--- src/rtl/fifo_pattern_detector.sv ---
// fifo_pattern_detector
//
// Bit-serial overlapping sequence detector that drains a synchronous FIFO.
// Each word is popped with the FIFO read-enable/empty handshake, then shifted
// MSB-first into a PAT_LEN-bit history. Each time the newest PAT_LEN bits
// equal PATTERN, match_o pulses for one cycle. The history carries over from
// one word to the next, so a pattern may straddle a word boundary.
//
// Optional feature macro: PATDET_MATCH_COUNT_EN
//   defined   : 16-bit saturating match counter drives match_count_o
//   undefined : no counter register, match_count_o is tied to zero
//
// Ports
//   clk           rising-edge clock
//   rst           synchronous active-high reset
//   enable_i      permits new FIFO reads (a word in progress always completes)
//   clear_i       flushes bit history and match count
//   empty_i       FIFO empty flag
//   fifo_data_i   FIFO read data, valid the cycle after rd_en_o
//   rd_en_o       FIFO read enable (high only in READ)
//   match_o       one-cycle registered match pulse
//   busy_o        high whenever the FSM is not IDLE
//   match_count_o saturating match count (zero when the counter is compiled out)

module fifo_pattern_detector #(
  parameter int                 DATA_WIDTH = 8,
  parameter int                 PAT_LEN    = 4,
  parameter logic [PAT_LEN-1:0] PATTERN    = 4'b1011
) (
  input  logic                  clk,
  input  logic                  rst,
  input  logic                  enable_i,
  input  logic                  clear_i,
  input  logic                  empty_i,
  input  logic [DATA_WIDTH-1:0] fifo_data_i,
  output logic                  rd_en_o,
  output logic                  match_o,
  output logic                  busy_o,
  output logic [15:0]           match_count_o
);

  localparam int CNT_W = (DATA_WIDTH > 1) ? $clog2(DATA_WIDTH) : 1;
  localparam int HV_W  = $clog2(PAT_LEN + 1);
  localparam logic [CNT_W-1:0] LAST_BIT = CNT_W'(DATA_WIDTH - 1);
  localparam logic [HV_W-1:0]  HV_FULL  = HV_W'(PAT_LEN);

  typedef enum logic [1:0] {
    IDLE,
    READ,
    LOAD,
    SHIFT
  } state_t;

  state_t                state;
  state_t                state_next;
  logic [DATA_WIDTH-1:0] word;
  logic [CNT_W-1:0]      bit_cnt;
  logic [PAT_LEN-1:0]    history;
  logic [PAT_LEN-1:0]    history_next;
  logic [HV_W-1:0]       hist_valid;
  logic [HV_W-1:0]       hist_valid_next;
  logic                  can_read;
  logic                  shifting;
  logic                  last_bit;
  logic                  next_bit;
  logic                  match_next;

  assign can_read = enable_i & ~empty_i;
  assign shifting = (state == SHIFT);
  assign last_bit = (bit_cnt == LAST_BIT);

  // Bits leave the word MSB-first, so the index counts down as bit_cnt rises.
  assign next_bit = word[LAST_BIT - bit_cnt];

  assign rd_en_o = (state == READ);
  assign busy_o  = (state != IDLE);

  // Next-state logic. A read is only launched from IDLE or from the last
  // SHIFT cycle, so dropping enable_i never cuts a word short and a new
  // word can follow the previous one with no idle gap.
  always_comb begin
    state_next = state;
    case (state)
      IDLE:    if (can_read) state_next = READ;
      READ:    state_next = LOAD;
      LOAD:    state_next = SHIFT;
      SHIFT:   if (last_bit) state_next = can_read ? READ : IDLE;
      default: state_next = IDLE;
    endcase
  end

  // History update and match decision. A clear in the same cycle as a shift
  // wins: the incoming bit is dropped and no match can be reported. The
  // match test uses the updated history and the updated fill count, so the
  // very first full window is already eligible.
  always_comb begin
    history_next    = history;
    hist_valid_next = hist_valid;
    if (clear_i) begin
      history_next    = '0;
      hist_valid_next = '0;
    end else if (shifting) begin
      history_next = {history[PAT_LEN-2:0], next_bit};
      if (hist_valid != HV_FULL) begin
        hist_valid_next = hist_valid + 1'b1;
      end
    end
    match_next = shifting && !clear_i && (history_next == PATTERN) &&
                 (hist_valid_next == HV_FULL);
  end

  // State, datapath and registered match pulse. The word register is loaded
  // in LOAD, which is the cycle the FIFO presents the data it was asked for
  // in READ. A reset while in READ simply abandons that read.
  always_ff @(posedge clk) begin
    if (rst) begin
      state      <= IDLE;
      word       <= '0;
      bit_cnt    <= '0;
      history    <= '0;
      hist_valid <= '0;
      match_o    <= 1'b0;
    end else begin
      state      <= state_next;
      history    <= history_next;
      hist_valid <= hist_valid_next;
      match_o    <= match_next;
      if (state == LOAD) begin
        word    <= fifo_data_i;
        bit_cnt <= '0;
      end else if (shifting) begin
        bit_cnt <= last_bit ? '0 : bit_cnt + 1'b1;
      end
    end
  end

`ifdef PATDET_MATCH_COUNT_EN
  logic [15:0] match_count;

  // Saturating match counter, updated on the same edge that raises match_o.
  always_ff @(posedge clk) begin
    if (rst || clear_i) begin
      match_count <= '0;
    end else if (match_next && (match_count != 16'hFFFF)) begin
      match_count <= match_count + 16'd1;
    end
  end

  assign match_count_o = match_count;
`else
  assign match_count_o = 16'h0000;
`endif

endmodule

--- config.mk ---
export PLATFORM = sky130hd
export DESIGN_NAME = fifo_pattern_detector
export DESIGN_NICKNAME = d
export VERILOG_FILES = /design/src/rtl/fifo_pattern_detector.sv
export SDC_FILE = /design/constraint.sdc
export NUM_CORES = 1
export LEC_CHECK = 0
export CAP_MARGIN = 20
export CORE_ASPECT_RATIO = 0.7
export CORE_MARGIN = 3
export CORE_UTILIZATION = 30
export DETAILED_ROUTE_END_ITERATION = 8
export HOLD_SLACK_MARGIN = 0.03
export PLACE_DENSITY_LB_ADDON = 0.15
export SLEW_MARGIN = 20
export SYNTH_ARGS = -nofsm -noshare
export SYNTH_HDL_FRONTEND = slang
export SYNTH_SLANG_ARGS = --single-unit
--- constraint.sdc ---
create_clock -name clk -period 1.62 [get_ports clk]
set_input_delay 0.324 -clock clk [delete_from_list [all_inputs] [get_ports clk]]
set_output_delay 0.324 -clock clk [all_outputs]
set_load 0.01 [all_outputs]
==> summary.txt, run 1 <==
Outcome
  • Outcome: complete, no violations

Placed design
  • Placed insts: 187
  • I/O Buffers: 15
  • DP HPWL: 1580 microns
  • GP Congestion: 0.726

GRT
  • Largest net degree at the start of global routing: 14
  • GRT Overall Usage: 0.0965
  • Residual overflow from global routing: 0
  • First-pass GRT wire length: 3460 microns
  • Initial antenna violation count: 0
  • Vias in the first global route: 758

Synthesis
  • Syn_area_per_cell: 9.19 sq um
  • Register area share after synthesis: 0.357
  • FF+latch count, synth: 20
  • Leading area contributor after synthesis: dfxtp_1
  • Most area-consuming cells after synthesis: dfxtp_1, mux2i_1, buf_4
  • Yosys warns: 0
  • Netlist cell types: 26
  • Cell Area, Synth: 1120 sq um
  • Synthesized instance count: 122
  • Share of the synthesized area in the top cell type: 0.357

Setup path
  • Worst Path Arrival: 1.20 ns
  • Worst-path fanout max: 2
  • Crit end category: output port
  • Startpoint Class: register
  • CP required: 1.30 ns
  • Crit Path Class: register to output port

Clocking
  • Max Buffers Root-to-Sink: 2
  • Clock sink count: 20
  • Clk root buf: clkbuf_8
  • Worst skew pair latency: 0.26 ns
  • Clock transition at path regs: 0.08 ns
  • # H-tree levels: 1
  • CTS tree: done
  • CTS buffer count: 3
  • Hold Buf Count CTS: 0
  • Post-CTS sizing: 2
  • Post-CTS setup buffer count: 0

Floorplanning
  • CORE AREA: 3360 sq um
  • Full die area: 4520 sq um
  • Core Rows: 17
  • Die X-Extent: 79.1 microns
  • Die height: 57.1 microns
  • I/O pins: 32
  • Starting Density: 0.334

Routing
  • Residual DRC: 0
  • Vias: 790
  • First-pass iteration count of the detailed router: 4
  • Routed WL per cell: 11.0 microns
  • Avg Vias per Cell: 4.14
  • Final wirelength: 2090 microns
  • Detail Route Antenna Nets: 0
  • DR iter-0 viols: 17

Timing
  • Maximum clock rate: 655 MHz
  • Period minus WS final: 1.53 ns
  • Max-slew violations: 0
  • Hold Vio Cnt, Final: 0
  • RSZ-0062 raised after global routing: false
  • Setup violations, final: 0
  • Clock skew: 0.00477 ns
  • Tcrit/Tclk final: 0.942

Final layout
  • Synth-to-Final Area Change: 22.8%
  • Filler Cell Count: 364
  • Register area: 400 sq um
  • Area of the multi-input gates: 608 sq um
  • Layout Cells excl Fill: 191
  • Antenna cells: 0
  • Layout cells sized above 1: 0.125
  • Final net count: 166

Power
  • Sw Share: 0.292
  • Part of the power in registers: 0.363
  • Clk pwr share: 0.314
  • Leak: 0.540 nW
  • Tot Pwr: 1.61 mW
  • Gate power share: 0.323
  • Internal Power: 1.14 mW
  • Switching pwr: 0.469 mW
  • Peak supply drop: 0.378 mV
  • Pwr/cell area: 1170 nW/um^2

Run
  • Max-cap viol count: 0

Min path
  • Worst Hold Class: register to register
path summary, 6_finish.rpt:
kind / from / to / slack (ns) / depth (start not counted)
max: state[0] / busy_o / 0.09 / 4
min: history[2] / match_o / 0.46 / 2
max reg2reg: state[0] / state[1] / 0.15 / 6
min reg2reg: history[2] / match_o / 0.46 / 2
through the flow:
| stage | area (sq um) | hold slack, ns | util | worst slack [ns] | TNS (ns) |
|---|---|---|---|---|---|
| 6_report | 1380 | 0.464 | 0.410 | 0.0937 | 0 |
| 5_1_grt | 1380 | 0.508 | 0.410 | 0.00852 | 0 |
| 4_1_cts | 1370 | 0.474 | 0.408 | 0.0835 | 0 |
| 3_5_place_dp | 1300 | 0.463 | 0.387 | -0.0145 | -0.0145 |
| 3_3_place_gp | 1300 | 0.464 | 0.387 | -0.0220 | -0.0220 |
| 2_1_floorplan | 1180 | 0.397 | - | 0.272 | 0 |
cell usage after synthesis:
master,count
o21ai_1,1
buf_6,1
inv_1,5
ha_1,8
dfxtp_1,20
mux2_2,1
nand2b_1,1
nor2b_1,3
xnor2_1,1
nor3_2,1
conb_1,1
nor3_1,4
a211oi_1,3
buf_2,2
a22oi_1,1
or2_1,1
buf_4,17
inv_2,1
a311oi_2,1
mux2i_1,19
nor4_1,1
clkbuf_1,1
nor2_1,16
nand2_1,5
a21oi_1,5
nand3_1,2
routing by layer:
layer  wire length [microns]  up-vias  track usage  share of wire
met1                    1090      350        0.135           0.52
met4                       0        0      0.00735              0
met3                     148        0       0.0410          0.071
met2                     858       23        0.145           0.41
met5                       0        -            0              0
li1                        -      417            -              -
critical path: stages (launching register included):
cell and delay (ns):
dfxtp_1 0.33, inv_1 0.06, ha_1 0.21, inv_1 0.07, dlygate4sd2_1 0.27
power groups by stage:
stage | sequential (mW) | combinational (mW) | clock [mW]
floorplan | 0.599 | 0.357 | 0
global placement | 0.594 | 0.532 | 0
detailed placement | 0.596 | 0.542 | 0
CTS | 0.585 | 0.522 | 0.520
global route | 0.593 | 0.580 | 0.541
finish | 0.584 | 0.520 | 0.505
cell type report:
cell class | count | share of cell area
Multi-Input combinational cell | 90 | 0.442
Clock inverter | 1 | 0.0218
Sequential cell | 20 | 0.291
Clock buffer | 3 | 0.0300
Tap cell | 47 | 0.0427
Inverter | 6 | 0.0164
Timing Repair Buffer | 24 | 0.156
layout by cell type (no fill, tap or decap), types with 3 or more instances in the layout:
cell type / instances
nor3_1: 4
nand2_1: 5
a211oi_1: 3
inv_1: 5
conb_1: 16
ha_1: 8
nor2b_1: 3
a21oi_1: 5
nor2_1: 16
dfxtp_1: 20
buf_4: 9
clkbuf_8: 3
mux2i_1: 19
clkdlybuf4s50_1: 13
sequential cells by signal, summed over array words and instances, names as in the netlist:
register / count
match_o: 1
hist_valid: 3
history: 3
state: 2
bit_cnt: 3
word: 8
kinds of logic (layout without fill, tap and decap cells):
logic type,count (synthesis),after routing,synth area share
and+or+nand+nor,34,34,0.140
buffers and inverters,27,34,0.156
muxes,20,20,0.180
DFF,20,20,0.357
AOI/OAI and AO/OA,11,11,0.0670
adders and majority gates,8,8,0.0893
other,1,16,0.00335
xor gates and xnor gates,1,1,0.00781
Power figures use the tool's default switching activity.
==> inputs of run 2 (changes only) <==
Settings changed: CORE_UTILIZATION 30 to 46.
==> summary.txt, run 2 (synthesis gave the netlist of run 1 again) <==
Floorplanning
  • I/O pins: 32 (unchanged)
  • Die height: 47.3 microns (was 57.1 microns)
  • Starting Density: 0.504 (was 0.334)
  • Die X-Extent: 65.0 microns (was 79.1 microns)
  • CORE AREA: 2220 sq um (was 3360 sq um)
  • Full die area: 3080 sq um (was 4520 sq um)
  • Core Rows: 14 (was 17)

Clocking
  • Post-CTS setup buffer count: 0 (unchanged)
  • CTS tree: done (unchanged)
  • Clock sink count: 20 (unchanged)
  • CTS buffer count: 3 (unchanged)
  • Clk root buf: clkbuf_4 (was clkbuf_8)
  • # H-tree levels: 1 (unchanged)
  • Worst skew pair latency: 0.30 ns (was 0.26 ns)
  • Max Buffers Root-to-Sink: 2 (unchanged)
  • Clock transition at path regs: 0.12 ns (was 0.08 ns)

Setup path
  • Startpoint Class: register (unchanged)
  • Worst r2r src: state[0] (unchanged)
  • CP top delay family: buffers and inverters (unchanged)
  • Slowest CP cell: dfxtp_1 (unchanged)
  • Crit Path Class: register to output port (unchanged)
  • Cells on worst reg2reg path: 5 (was 6)
  • Worst-path cell chain: buf_4 -> ha_1 -> dlygate4sd2_1 (was inv_1 -> ha_1 -> inv_1 -> dlygate4sd2_1)
  • Worst Path Arrival: 1.22 ns (was 1.20 ns)
  • Worst path depth: 3 (was 4)
  • Critical Path Source: state[0] (unchanged)
  • Worst setup path endpoint: rd_en_o (was busy_o)
  • Reg-to-reg setup timing slack: 0.16 ns (was 0.15 ns)
  • Worst-path fanout max: 3 (was 2)
  • Max incr delay on CP: 0.33 ns (about the same)
  • Worst flop-to-flop path endpoint: word[7] (was state[1])
  • CP required: 1.30 ns (about the same)
  • Crit end category: output port (unchanged)
  • Buf/Inv on CP: 2 (was 3)

Routing
  • Routed WL per cell: 11.0 microns (about the same)
  • Vias: 795 (was 790)
  • Residual DRC: 0 (unchanged)
  • DR iter-0 viols: 45 (was 17)
  • Avg Vias per Cell: 4.57 (was 4.14)
  • First-pass iteration count of the detailed router: 4 (unchanged)
  • Final wirelength: 1910 microns (was 2090 microns)
  • Detail Route Antenna Nets: 0 (unchanged)

Timing
  • Hold Vio Cnt, Final: 0 (unchanged)
  • Clock skew: 0.0128 ns (was 0.00477 ns)
  • RSZ-0062 raised after global routing: false (unchanged)
  • Maximum clock rate: 647 MHz (was 655 MHz)
  • Tightest Pin Transition: 0.567 ns
  • Min Hold Slack: 0.462 ns (was 0.464 ns)
  • Period minus WS final: 1.55 ns (was 1.53 ns)
  • Max_slew headroom: 0.622
  • TNS Setup: 0 ns (unchanged)
  • Max-slew violations: 0 (unchanged)
  • Setup violations, final: 0 (unchanged)
  • Tcrit/Tclk final: 0.955 (was 0.942)

Power
  • Leak: 0.512 nW (was 0.540 nW)
  • Pwr/cell area: 1050 nW/um^2 (was 1170 nW/um^2)
  • Sw Share: 0.317 (was 0.292)
  • Switching pwr: 0.433 mW (was 0.469 mW)
  • Gate power share: 0.364 (was 0.323)
  • Clk pwr share: 0.208 (was 0.314)
  • Part of the power in registers: 0.428 (was 0.363)
  • Internal Power: 0.931 mW (was 1.14 mW)
  • Peak supply drop: 0.532 mV (was 0.378 mV)

Min path
  • Worst Hold Class: register to register (unchanged)

Outcome
  • Outcome: complete, no violations (unchanged)

Final layout
  • Most frequent cells in the layout: dfxtp_1, mux2i_1, nor2_1, conb_1, clkdlybuf4s50_1 (unchanged)
  • Area of the multi-input gates: 602 sq um (was 608 sq um)
  • Number of flip-flops in the largest register: 8 (unchanged)
  • Commonest non-fill, non-tap cell in the layout: dfxtp_1 (unchanged)
  • Design Area, Final: 1300 sq um (was 1380 sq um)
  • Final net count: 164 (was 166)
  • Largest Register: word (unchanged)
  • Synth-to-Final Area Change: 15.7% (was 22.8%)
  • Filler Cell Count: 218 (was 364)
  • Register area: 400 sq um (unchanged)
  • Antenna cells: 0 (unchanged)
  • Layout cells sized above 1: 0.113 (was 0.125)
  • Final core utilization: 0.583 (was 0.410)

Run
  • Max-cap viol count: 0 (unchanged)

Placed design
  • GP Congestion: 0.730 (was 0.726)
  • DP HPWL: 1510 microns (was 1580 microns)
  • I/O Buffers: 15 (unchanged)
  • Area after DPL: 1270 sq um (was 1300 sq um)

GRT
  • Initial antenna violation count: 0 (unchanged)
  • Residual overflow from global routing: 0 (unchanged)
  • Largest net degree at the start of global routing: 14 (unchanged)
  • GRT Overall Usage: 0.137 (was 0.0965)
  • First-pass GRT wire length: 3170 microns (was 3460 microns)
  • Vias in the first global route: 723 (was 758)
-- run 2: changes by cell type in the layout (fill, tap and decap cells not counted) --
cell,before,now
clkbuf_4,0,3
bufinv_16,1,0
clkbuf_8,3,1
clkbuf_2,0,1
nor4_1,0,1
dlygate4sd2_1,2,1
nor4_2,1,0
buf_4,9,7
-- run 2: how the worst min path moves through the flow --
stage	from	endpoint	slack (ns)	cells past startpoint
2_1_floorplan	rst	state[0]	0.40	1
3_3_place_gp	history[2]	match_o	0.46	2
3_5_place_dp	history[2]	match_o	0.46	2
4_1_cts	history[2]	match_o	0.47	2
5_1_grt	history[2]	match_o	0.49	2
6_report	history[2]	match_o	0.46	2
-- run 2: repair_timing --
action                     4_1_cts  5_1_grt
hold buffers                     0        0
hold endpoints to repair         0        0
gates resized for setup          2        2
setup endpoints to repair        2        1
-- run 2: per-layer routing --
layer | vias up | wire length (microns) | track usage
met4 | 0 | 10 | 0.0378
met1 | 352 | 914 | 0.172
li1 | 414 | - | -
met2 | 27 | 839 | 0.226
met3 | 2 | 148 | 0.0526
met5 | - | 0 | 0
-- run 2: final cells by class --
class                           count  share of cell area
Clock buffer                        4              0.0280
Sequential cell                    20               0.309
Inverter                            6              0.0174
Tap cell                           32              0.0309
Multi-Input combinational cell     90               0.464
Timing Repair Buffer               22               0.151
-- run 2: worst reg2reg max path: stages (launching register included) --
cell	delay [ns]
dfxtp_1	0.33
inv_1	0.07
buf_4	0.12
ha_1	0.51
mux2i_1	0.26
nor2_1	0.06
-- run 2: power by group through the flow --
stage	combinational [mW]	sequential, mW	clock [mW]
3_3_place_gp	0.519	0.593	0
6_report	0.496	0.583	0.284
3_5_place_dp	0.527	0.595	0
4_1_cts	0.507	0.584	0.299
5_1_grt	0.559	0.591	0.317
2_1_floorplan	0.357	0.599	0
-- run 2: per-stage QoR --
| stage | std cells | total power [mW] | worst slack (ns) |
|---|---|---|---|
| 4_1_cts | 174 | 1.39 | 0.0202 |
| 5_1_grt | 174 | 1.47 | 0.0125 |
| 3_5_place_dp | 170 | 1.12 | -0.0150 |
| 3_3_place_gp | 170 | 1.11 | -0.00500 |
| 2_1_floorplan | 137 | 0.955 | 0.272 |
| 6_report | 174 | 1.36 | 0.0734 |
==> inputs of run 3 (changes only) <==
--- a/config.mk
+++ b/config.mk
@@ -7,2 +7,3 @@
 export LEC_CHECK = 0
+export ABC_AREA = 1
 export CAP_MARGIN = 20
--- a/constraint.sdc
+++ b/constraint.sdc
@@ -3,2 +3,2 @@
 set_output_delay 0.324 -clock clk [all_outputs]
-set_load 0.01 [all_outputs]
+set_load 0.1 [all_outputs]
==> summary.txt, run 3 <==
Timing
  • Period minus WS final: 1.53 ns (was 1.55 ns)
  • Tcrit/Tclk final: 0.942 (was 0.955)
  • Max-slew violations: 0 (unchanged)
  • Hold Vio Cnt, Final: 0 (unchanged)
  • PnR worst setup slack: 0.0937 ns (was 0.0734 ns)
  • Clock skew: 0.00502 ns (was 0.0128 ns)
  • RSZ-0062 raised after global routing: false (unchanged)
  • Maximum clock rate: 655 MHz (was 647 MHz)
  • TNS Setup: 0 ns (unchanged)
  • Setup violations, final: 0 (unchanged)

GRT
  • GRT Overall Usage: 0.139 (was 0.137)
  • Residual overflow from global routing: 0 (unchanged)
  • Initial antenna violation count: 0 (unchanged)
  • First-pass GRT wire length: 3170 microns (unchanged)
  • Vias in the first global route: 740 (was 723)
  • Largest net degree at the start of global routing: 17 (was 14)

Final layout
  • Largest Register: word (unchanged)
  • Antenna cells: 0 (unchanged)
  • Final net count: 193 (was 164)
  • Synth-to-Final Area Change: 19.5% (was 15.7%)
  • Number of flip-flops in the largest register: 8 (unchanged)
  • Commonest non-fill, non-tap cell in the layout: inv_1 (was dfxtp_1)
  • Most frequent cells in the layout: inv_1, nand2_1, dfxtp_1 (was dfxtp_1, mux2i_1, nor2_1, conb_1, clkdlybuf4s50_1)
  • Layout cells sized above 1: 0.117 (was 0.113)
  • Final core utilization: 0.597 (was 0.583)
  • Filler Cell Count: 207 (was 218)

Routing
  • DR iter-0 viols: 22 (was 45)
  • Residual DRC: 0 (unchanged)
  • First-pass iteration count of the detailed router: 4 (unchanged)
  • Final wirelength: 2020 microns (was 1910 microns)
  • Avg Vias per Cell: 4.47 (was 4.57)
  • Routed WL per cell: 9.93 microns (was 11.0 microns)
  • Vias: 907 (was 795)
  • Detail Route Antenna Nets: 0 (unchanged)

Floorplanning
  • CORE AREA: 2220 sq um (unchanged)
  • Full die area: 3050 sq um (was 3080 sq um)
  • Starting Density: 0.499 (was 0.504)
  • I/O pins: 32 (unchanged)
  • Core Rows: 14 (unchanged)
  • Die height: 47.1 microns (was 47.3 microns)
  • Die X-Extent: 64.7 microns (was 65.0 microns)

Setup path
  • Worst-path cell chain: inv_2 -> ha_4 -> clkinvlp_4 -> buf_12 (was buf_4 -> ha_1 -> dlygate4sd2_1)
  • CP top delay family: flip-flops (was buffers and inverters)
  • Max incr delay on CP: 0.39 ns (was 0.33 ns)
  • Slowest CP cell: dfxtp_1 (unchanged)
  • Crit Path Class: register to output port (unchanged)
  • Worst-path fanout max: 4 (was 3)
  • Buf/Inv on CP: 3 (was 2)
  • Startpoint Class: register (unchanged)
  • Worst Path Arrival: 1.20 ns (was 1.22 ns)
  • CP required: 1.30 ns (about the same)
  • Crit end category: output port (unchanged)

Placed design
  • DP HPWL: 1580 microns (was 1510 microns)
  • I/O Buffers: 15 (unchanged)
  • GP Congestion: 0.792 (was 0.730)
  • DP Worst Slack: 0.0798 ns (was -0.0150 ns)

Power
  • Part of the power in registers: 0.354 (was 0.428)
  • Internal Power: 1.01 mW (was 0.931 mW)
  • Gate power share: 0.485 (was 0.364)
  • Sw Share: 0.452 (was 0.317)
  • Peak supply drop: 1.17 mV (was 0.532 mV)
  • Switching pwr: 0.836 mW (was 0.433 mW)
  • Clk pwr share: 0.161 (was 0.208)
  • Leak: 0.575 nW (was 0.512 nW)
  • Pwr/cell area: 1390 nW/um^2 (was 1050 nW/um^2)

Synthesis
  • Netlist cell types: 18 (was 26)
  • FF+latch count, synth: 20 (unchanged)
  • Syn_area_per_cell: 7.31 sq um (was 9.19 sq um)
  • Share of the synthesized area in the top cell type: 0.360 (was 0.357)
  • Register area share after synthesis: 0.360 (was 0.357)
  • Yosys warns: 0 (unchanged)
  • Most frequent cell after synthesis: inv_1 (was dfxtp_1)
  • Post-synth top flop: dfxtp_1 (unchanged)
  • Most area-consuming cells after synthesis: dfxtp_1, buf_4, ha_1 (was dfxtp_1, mux2i_1, buf_4)
  • Leading area contributor after synthesis: dfxtp_1 (unchanged)
  • Cell Area, Synth: 1110 sq um (was 1120 sq um)
  • Synthesized instance count: 152 (was 122)
  • EDFF count, synth: 0 (unchanged)
  • Synth cell count leaders: inv_1, dfxtp_1, nand2_1 (was dfxtp_1, mux2i_1, buf_4)
  • Fraction of registers with async set/reset: 0 (unchanged)

Outcome
  • Outcome: complete, no violations (unchanged)

Run
  • Max-cap viol count: 0 (unchanged)

Clocking
  • CTS buffer count: 3 (unchanged)
  • # H-tree levels: 1 (unchanged)
  • Worst skew pair latency: 0.31 ns (was 0.30 ns)
  • Clk root buf: clkbuf_4 (unchanged)
  • Clock sink count: 20 (unchanged)
  • CTS tree: done (unchanged)
  • Clock transition at path regs: 0.11 ns (was 0.12 ns)
  • Max Buffers Root-to-Sink: 2 (unchanged)
  • Post-CTS setup buffer count: 0 (unchanged)

Min path
  • Worst Hold Class: register to register (unchanged)
-- run 3: through the flow --
| stage | total power, mW | instance area [sq um] | hold slack [ns] | cells |
|---|---|---|---|---|
| floorplan | 1.34 | 1170 | 0.393 | 167 |
| global placement | 1.51 | 1280 | 0.446 | 199 |
| detailed placement | 1.53 | 1280 | 0.455 | 199 |
| CTS | 1.84 | 1320 | 0.471 | 203 |
| global route | 1.97 | 1330 | 0.489 | 203 |
| finish | 1.85 | 1330 | 0.468 | 203 |
-- run 3: final cells by class --
type,count,area (sq um),share of cell area
Clock buffer,4,36.3,0.0273
Inverter,27,105,0.0792
Multi-Input combinational cell,102,542,0.408
Sequential cell,20,402,0.303
Tap cell,32,40.0,0.0302
Timing Repair Buffer,18,203,0.153
-- run 3: power by group through the flow --
stage	clock (mW)	sequential, mW	combinational (mW)
6_report	0.297	0.654	0.896
5_1_grt	0.331	0.668	0.970
4_1_cts	0.308	0.653	0.876
3_5_place_dp	0	0.661	0.865
3_3_place_gp	0	0.658	0.853
2_1_floorplan	0	0.648	0.692
-- run 3: worst paths after layout --
| check | startpoint | end | slack, ns | cells after the start |
|---|---|---|---|---|
| max reg2reg | state[0] | state[0] | 0.19 | 7 |
| max | state[1] | busy_o | 0.09 | 4 |
| min reg2reg | word[0] | word[0] | 0.47 | 2 |
| min | word[0] | word[0] | 0.47 | 2 |
-- run 3: repair_timing --
item / CTS / global route
gates resized for setup: 2 / 3
endpoints found under the hold margin: 0 / 0
endpoints found under the setup margin: 1 / 1
hold buffers: 0 / 0
-- run 3: kinds of logic (layout without fill, tap and decap cells) --
family,after synthesis,after routing,share of synthesized area
compound gates,35,35,0.164
fa+ha+maj,8,8,0.0901
buf+inv,45,49,0.214
flops,20,20,0.360
other cells,1,16,0.00338
simple gates,43,43,0.168
-- run 3: worst register-to-register path: stages (launching register included) --
cell and delay [ns]:
dfxtp_2 0.40, ha_1 0.34, inv_2 0.12, nor2_1 0.12
inv_1 0.09, nand2_1 0.11, o21ai_0 0.08, a21oi_1 0.13
-- run 3: routing by layer --
| layer | share of wire | vias up | GRT usage | wire (microns) |
|---|---|---|---|---|
| li1 | - | 488 | - | - |
| met1 | 0.50 | 382 | 0.184 | 1000 |
| met2 | 0.42 | 34 | 0.217 | 840 |
| met3 | 0.078 | 3 | 0.0526 | 157 |
| met4 | 0.0084 | 0 | 0.0378 | 17 |
| met5 | 0 | - | 0 | 0 |
